[src/rtl/cmp_sched_pkg.sv]
`timescale 1ns/1ps
// Shared types and helpers for the round-robin compare scheduler.
package cmp_sched_pkg;

    typedef enum logic {IDLE, RUN} state_t;

    // Upper bound on requesters the round-robin search can handle.
    localparam int unsigned MAX_REQ = 32;

    // First set request searching upward from ptr+1, wrapping modulo nreq.
    // Returns 0 when no request is set; callers only use it with req != 0.
    function automatic int unsigned rr_pick(input logic [MAX_REQ-1:0] req,
                                            input int unsigned        ptr,
                                            input int unsigned        nreq);
        int unsigned idx;
        logic        found;
        rr_pick = 0;
        found   = 1'b0;
        for (int unsigned k = 1; k <= MAX_REQ; k++) begin
            if (k <= nreq) begin
                idx = ptr + k;
                if (idx >= nreq) idx = idx - nreq;
                if (!found && req[idx]) begin
                    rr_pick = idx;
                    found   = 1'b1;
                end
            end
        end
    endfunction

endpackage

[src/rtl/twobit_greater_than.sv]
`timescale 1ns/1ps
// Gate-level 2-bit unsigned greater-than: gt = (a > b).
module twobit_greater_than (
    input  logic [1:0] a,
    input  logic [1:0] b,
    output logic       gt
);

    // MSB wins outright; on equal MSBs the LSB decides.
    assign gt = (a[1] & ~b[1]) | (~(a[1] ^ b[1]) & a[0] & ~b[0]);

endmodule

[src/rtl/cmp_rr_scheduler.sv]
`timescale 1ns/1ps
// Round-robin scheduler sharing one serial 2-bit-slice comparator among
// NREQ requesters; reports agtb = (a > b) tagged with the requester id.
module cmp_rr_scheduler
    import cmp_sched_pkg::*;
#(
    parameter int unsigned NREQ = 4,
    parameter int unsigned W    = 4
) (
    input  logic                    clk,
    input  logic                    reset,
    input  logic [NREQ-1:0]         req,
    input  logic [NREQ*W-1:0]       a_flat,
    input  logic [NREQ*W-1:0]       b_flat,
    output logic [NREQ-1:0]         gnt,
    output logic                    busy,
    output logic                    done,
    output logic                    agtb,
    output logic [$clog2(NREQ)-1:0] done_id
);

    localparam int unsigned IDW = $clog2(NREQ);
    localparam int unsigned SL  = W / 2;
    localparam int unsigned IW  = (SL > 1) ? $clog2(SL) : 1;

    state_t             state_q, state_d;
    logic [IDW-1:0]     ptr_q, ptr_d;
    logic [IDW-1:0]     id_q, id_d;
    logic [W-1:0]       a_q, a_d;
    logic [W-1:0]       b_q, b_d;
    logic [IW-1:0]      idx_q, idx_d;
    logic               decided_q, decided_d;
    logic               res_q, res_d;
    logic [NREQ-1:0]    gnt_q, gnt_d;
    logic               done_q, done_d;
    logic               agtb_q, agtb_d;
    logic [IDW-1:0]     done_id_q, done_id_d;

    logic [MAX_REQ-1:0] req_ext;
    int unsigned        pick;
    logic [1:0]         a_s, b_s;
    logic               ab_gt, ba_gt;

    // Current slice of each captured operand, selected by the slice index.
    assign a_s = 2'(a_q >> {idx_q, 1'b0});
    assign b_s = 2'(b_q >> {idx_q, 1'b0});

    twobit_greater_than gt_ab (.a(a_s), .b(b_s), .gt(ab_gt));
    twobit_greater_than gt_ba (.a(b_s), .b(a_s), .gt(ba_gt));

    // State, operand capture, slice counter and output registers.
    always_ff @(posedge clk or posedge reset) begin
        if (reset) begin
            state_q   <= IDLE;
            ptr_q     <= IDW'(NREQ - 1);
            id_q      <= '0;
            a_q       <= '0;
            b_q       <= '0;
            idx_q     <= '0;
            decided_q <= 1'b0;
            res_q     <= 1'b0;
            gnt_q     <= '0;
            done_q    <= 1'b0;
            agtb_q    <= 1'b0;
            done_id_q <= '0;
        end else begin
            state_q   <= state_d;
            ptr_q     <= ptr_d;
            id_q      <= id_d;
            a_q       <= a_d;
            b_q       <= b_d;
            idx_q     <= idx_d;
            decided_q <= decided_d;
            res_q     <= res_d;
            gnt_q     <= gnt_d;
            done_q    <= done_d;
            agtb_q    <= agtb_d;
            done_id_q <= done_id_d;
        end
    end

    // Arbitration in IDLE, one MSB-first slice per cycle in RUN.
    always_comb begin
        state_d   = state_q;
        ptr_d     = ptr_q;
        id_d      = id_q;
        a_d       = a_q;
        b_d       = b_q;
        idx_d     = idx_q;
        decided_d = decided_q;
        res_d     = res_q;
        gnt_d     = '0;
        done_d    = 1'b0;
        agtb_d    = agtb_q;
        done_id_d = done_id_q;
        req_ext   = '0;
        req_ext[NREQ-1:0] = req;
        pick      = rr_pick(req_ext, 32'(ptr_q), NREQ);

        case (state_q)
            IDLE: begin
                if (|req) begin
                    for (int unsigned i = 0; i < NREQ; i++) begin
                        if (i == pick) begin
                            gnt_d[i] = 1'b1;
                            a_d      = a_flat[i*W +: W];
                            b_d      = b_flat[i*W +: W];
                        end
                    end
                    id_d      = IDW'(pick);
                    ptr_d     = IDW'(pick);
                    idx_d     = IW'(SL - 1);
                    decided_d = 1'b0;
                    res_d     = 1'b0;
                    state_d   = RUN;
                end
            end
            RUN: begin
                // The first unequal slice fixes the result; later slices are ignored.
                if (!decided_q && ab_gt) begin
                    decided_d = 1'b1;
                    res_d     = 1'b1;
                end else if (!decided_q && ba_gt) begin
                    decided_d = 1'b1;
                    res_d     = 1'b0;
                end
                if (idx_q == '0) begin
                    agtb_d    = res_d;
                    done_id_d = id_q;
                    done_d    = 1'b1;
                    state_d   = IDLE;
                end else begin
                    idx_d = idx_q - 1'b1;
                end
            end
            default: state_d = IDLE;
        endcase
    end

    assign gnt     = gnt_q;
    assign busy    = (state_q == RUN);
    assign done    = done_q;
    assign agtb    = agtb_q;
    assign done_id = done_id_q;

endmodule

[config.mk]
export PLATFORM = sky130hd
export DESIGN_NAME = cmp_rr_scheduler
export DESIGN_NICKNAME = d
export VERILOG_FILES = /design/src/rtl/cmp_sched_pkg.sv /design/src/rtl/twobit_greater_than.sv /design/src/rtl/cmp_rr_scheduler.sv
export SDC_FILE = /design/constraint.sdc
export NUM_CORES = 1
export LEC_CHECK = 0
export ABC_CLOCK_PERIOD_IN_PS = 3800
export BUFFER_PORTS_ARGS = -buffer_cell sky130_fd_sc_hd__buf_2
export CAP_MARGIN = 5
export CELL_PAD_IN_SITES_DETAIL_PLACEMENT = 1
export CELL_PAD_IN_SITES_GLOBAL_PLACEMENT = 2
export CORE_MARGIN = 2
export CORE_UTILIZATION = 31
export CTS_BUF_LIST = sky130_fd_sc_hd__clkbuf_16
export CTS_CLUSTER_SIZE = 25
export DETAILED_ROUTE_END_ITERATION = 16
export PLACE_DENSITY_LB_ADDON = 0.15
export REMOVE_ABC_BUFFERS = 1
export SETUP_SLACK_MARGIN = 0.1
export SLEW_MARGIN = 20
export SYNTH_ARGS = -nofsm -noshare
export SYNTH_HDL_FRONTEND = slang
export SYNTH_HIERARCHICAL = 1
export SYNTH_SLANG_ARGS = --single-unit
[constraint.sdc]
create_clock -name clk -period 3.8 [get_ports clk]
set_input_delay 0.38 -clock clk [delete_from_list [all_inputs] [get_ports clk]]
set_output_delay 0.38 -clock clk [all_outputs]
set_load 0.005 [all_outputs]
==> flow_summary.yaml <==
outcome:
  outcome: "finished clean"
global_route:
  grt_pass1_wl_mm: 7.34
  antenna_found_initial: 0
  overflow: 0
  grt_pass1_vias: 1553
  grt_max_degree: 25
  groute.usage.overall_pct: 15.1
die:
  die_y_um: 78.1
  die_area_um2: 6100
  core_area_um2: 5200
  start_util_pct: 32.7
  rows: 26
  boundaryPins: 47
  die_w_um: 78.1
synthesis:
  ys_async_sr_fraction_pct: 100
  syn_inst: 178
  yosysSeqAreaShare_pct: 35.4
  synth_top_cell_by_area: "dfrtp_1"
  yosysUniqueCellTypes: 40
  synth_top_flop_cell: "dfrtp_1"
  synth.avg_cell_area_um2: 9.56
  ys_top_cells_by_area: "dfrtp_1, mux2i_1, nor2_1"
  synth_edf_count: 0
  synth_top_area_share_pct: 32.4
  yosys_warnings: 6
  ys_ff_latch: 24
  syn_area_um2: 1700
place:
  gp_congestion: 0.761
  port_buffers: 46
  place_ws_ps: 488
  dp_cells: 288
  hpwl_mm: 3.42
power_and_ir_drop:
  p_per_area_nw_per_um2: 1010
  worst_ir_drop_vdd_mv: 0.374
  power_leakage_nw: 0.971
timing:
  setup_ws_ps: 498
  max_freq_ghz: 0.303
  setup_viol: 0
  tightest_slew_ps: 1040
  tns_ps: 0
  hold_violations: 0
  final.min_clock_period_ps: 3300
  rsz0062_at_grt: "no"
  clock_skew_ps: 3.69
  relSlewSlack_pct: 30.2
  drv_slew: 0
  holdWs_ps: 320
  min_period_over_period_pct: 86.9
detailed_routing:
  dr_total_vias: 1455
  wire_per_inst_um: 14.9
  wirelength_mm: 4.35
  drc: 0
  antenna_left: 0
  dr.pass1.iters: 2
  viasPerCell: 4.98
  drt_iter0_drc: 72
clock_network:
  cts.sinks: 24
  worst_setup_hold_path_clk_slew_ps: 60
  cts_made_buffers: 3
  tritoncts: "built"
  post-cts-setup-buffers: 0
  ctsRootBufferMaster: "clkbuf_16"
  ctsResizeCount: 0
  ctsLongestPathBuffers: 2
  insertion_delay_ps: 260
  hold_buffers: 0
  htree_levels: 1
worst_setup_path:
  crit_arrival_ps: 3440
  worstPathRequired_ps: 3940
  critPathCaptureType: "register"
  cp_max_fo: 17
  critPathLaunchType: "register"
  path_class: "register to register"
cells_and_area:
  area_delta_synth_final_pct: 21.3
  stdcell_count: 292
  n_antenna_cell: 0
  num-nets-final: 268
  layout-drive-gt1-share_pct: 35.1
job:
  maxCapViolCount: 0
hold_path:
  hold_class: "input pin to async pin"
-- state kept, by name, summed over array words and instances (netlist names), 2 cells and up --
| register | cells |
|---|---|
| gnt | 4 |
| id_q | 2 |
| ptr_q | 2 |
| b_q | 4 |
| done_id | 2 |
| a_q | 4 |
-- report_power, final --
| part | switching, mW | internal (mW) |
|---|---|---|
| Sequential | 0.0967 | 0.392 |
| Combinational | 0.728 | 0.563 |
| Clock | 0.0901 | 0.209 |
-- cells by family after synthesis --
kind of cell | synth area share, %
AND/OR/NAND/NOR | 14.4
AO/OA/AOI/OAI | 20.1
adder cells (fa/ha/maj) | 5.15
multiplexers | 17.9
flip-flops | 35.4
buffers and inverters | 6.91
-- per-stage QoR --
| step | instance area, um2 | power (mW) | utilization, % |
|---|---|---|---|
| 2_1_floorplan | 1620 | 1.45 | - |
| 3_3_place_gp | 1960 | 1.74 | 37.6 |
| 3_5_place_dp | 1960 | 1.81 | 37.6 |
| 4_1_cts | 2060 | 2.11 | 39.6 |
| 5_1_grt | 2060 | 2.29 | 39.6 |
| 6_report | 2060 | 2.08 | 39.6 |
-- critical path, cell delays in order (launching register included) --
cell and delay [ps]:
dfstp_2 660, inv_1 140, ha_1 400, mux2_2 270
a22oi_1 80, a221oi_2 830, nor2_1 110, o21a_1 410
and2_2 260
-- path summary, 6_finish.rpt --
path                            slack, ps            startpoint               endpoint  cells past startpoint
worst max register to register        500  ptr_q[0]$_DFFE_PP1P_       gnt[3]$_DFF_PP0_                      8
worst min register to register        490   id_q[1]$_DFFE_PP0P_    id_q[1]$_DFFE_PP0P_                      1
worst max-delay path                  500  ptr_q[0]$_DFFE_PP1P_       gnt[3]$_DFF_PP0_                      8
worst min-delay path                  320                 reset  decided_q$_DFFE_PP0P_                      2
min in group clk                      490   id_q[1]$_DFFE_PP0P_    id_q[1]$_DFFE_PP0P_                      1
max in group asynchronous            2920                 reset      idx_q$_DFFE_PP0P_                      2
-- synth_stat cells (2+ instances only) --
| cell type | n |
|---|---|
| or2_2 | 2 |
| ha_1 | 7 |
| dfstp_2 | 2 |
| o21ai_0 | 19 |
| o21a_1 | 3 |
| nor2_1 | 36 |
| buf_6 | 2 |
| o21bai_1 | 2 |
| a211oi_2 | 7 |
| dfrtp_1 | 22 |
| mux2i_1 | 20 |
| a211oi_1 | 2 |
| nand2_1 | 4 |
| mux2_2 | 8 |
| clkbuf_1 | 2 |
| buf_12 | 2 |
| inv_1 | 9 |
| a21oi_1 | 5 |
| nor3_1 | 3 |
-- layer usage --
layer / vias up / share of wire [%] / global-route usage (%)
met2: 30 / 53 / 28.4
met3: 0 / 3.9 / 3.22
met1: 705 / 44 / 18.6
li1: 720 / - / -
met5: - / 0 / 0
met4: 0 / 0 / 0.526
-- layout make-up --
class | instances | area [um2]
well taps | 70 | 87.6
flip-flops and latches | 24 | 603
fillers | 626 | 3140
multi-input cells | 137 | 988
clock buffers | 3 | 75.1
clock inverters | 1 | 30.0
repair buffers | 48 | 245
inverters | 9 | 33.8
-- cells in the final DEF (no fill, tap or decap), drive strengths merged, types with 5 or more instances in the layout --
| master | count |
|---|---|
| o21ai | 19 |
| nor2 | 36 |
| a211oi | 9 |
| mux2 | 9 |
| buf | 48 |
| a21oi | 5 |
| inv | 9 |
| dfrtp | 22 |
| ha | 7 |
| mux2i | 20 |
Note: power is estimated with default switching activity, not from simulation.
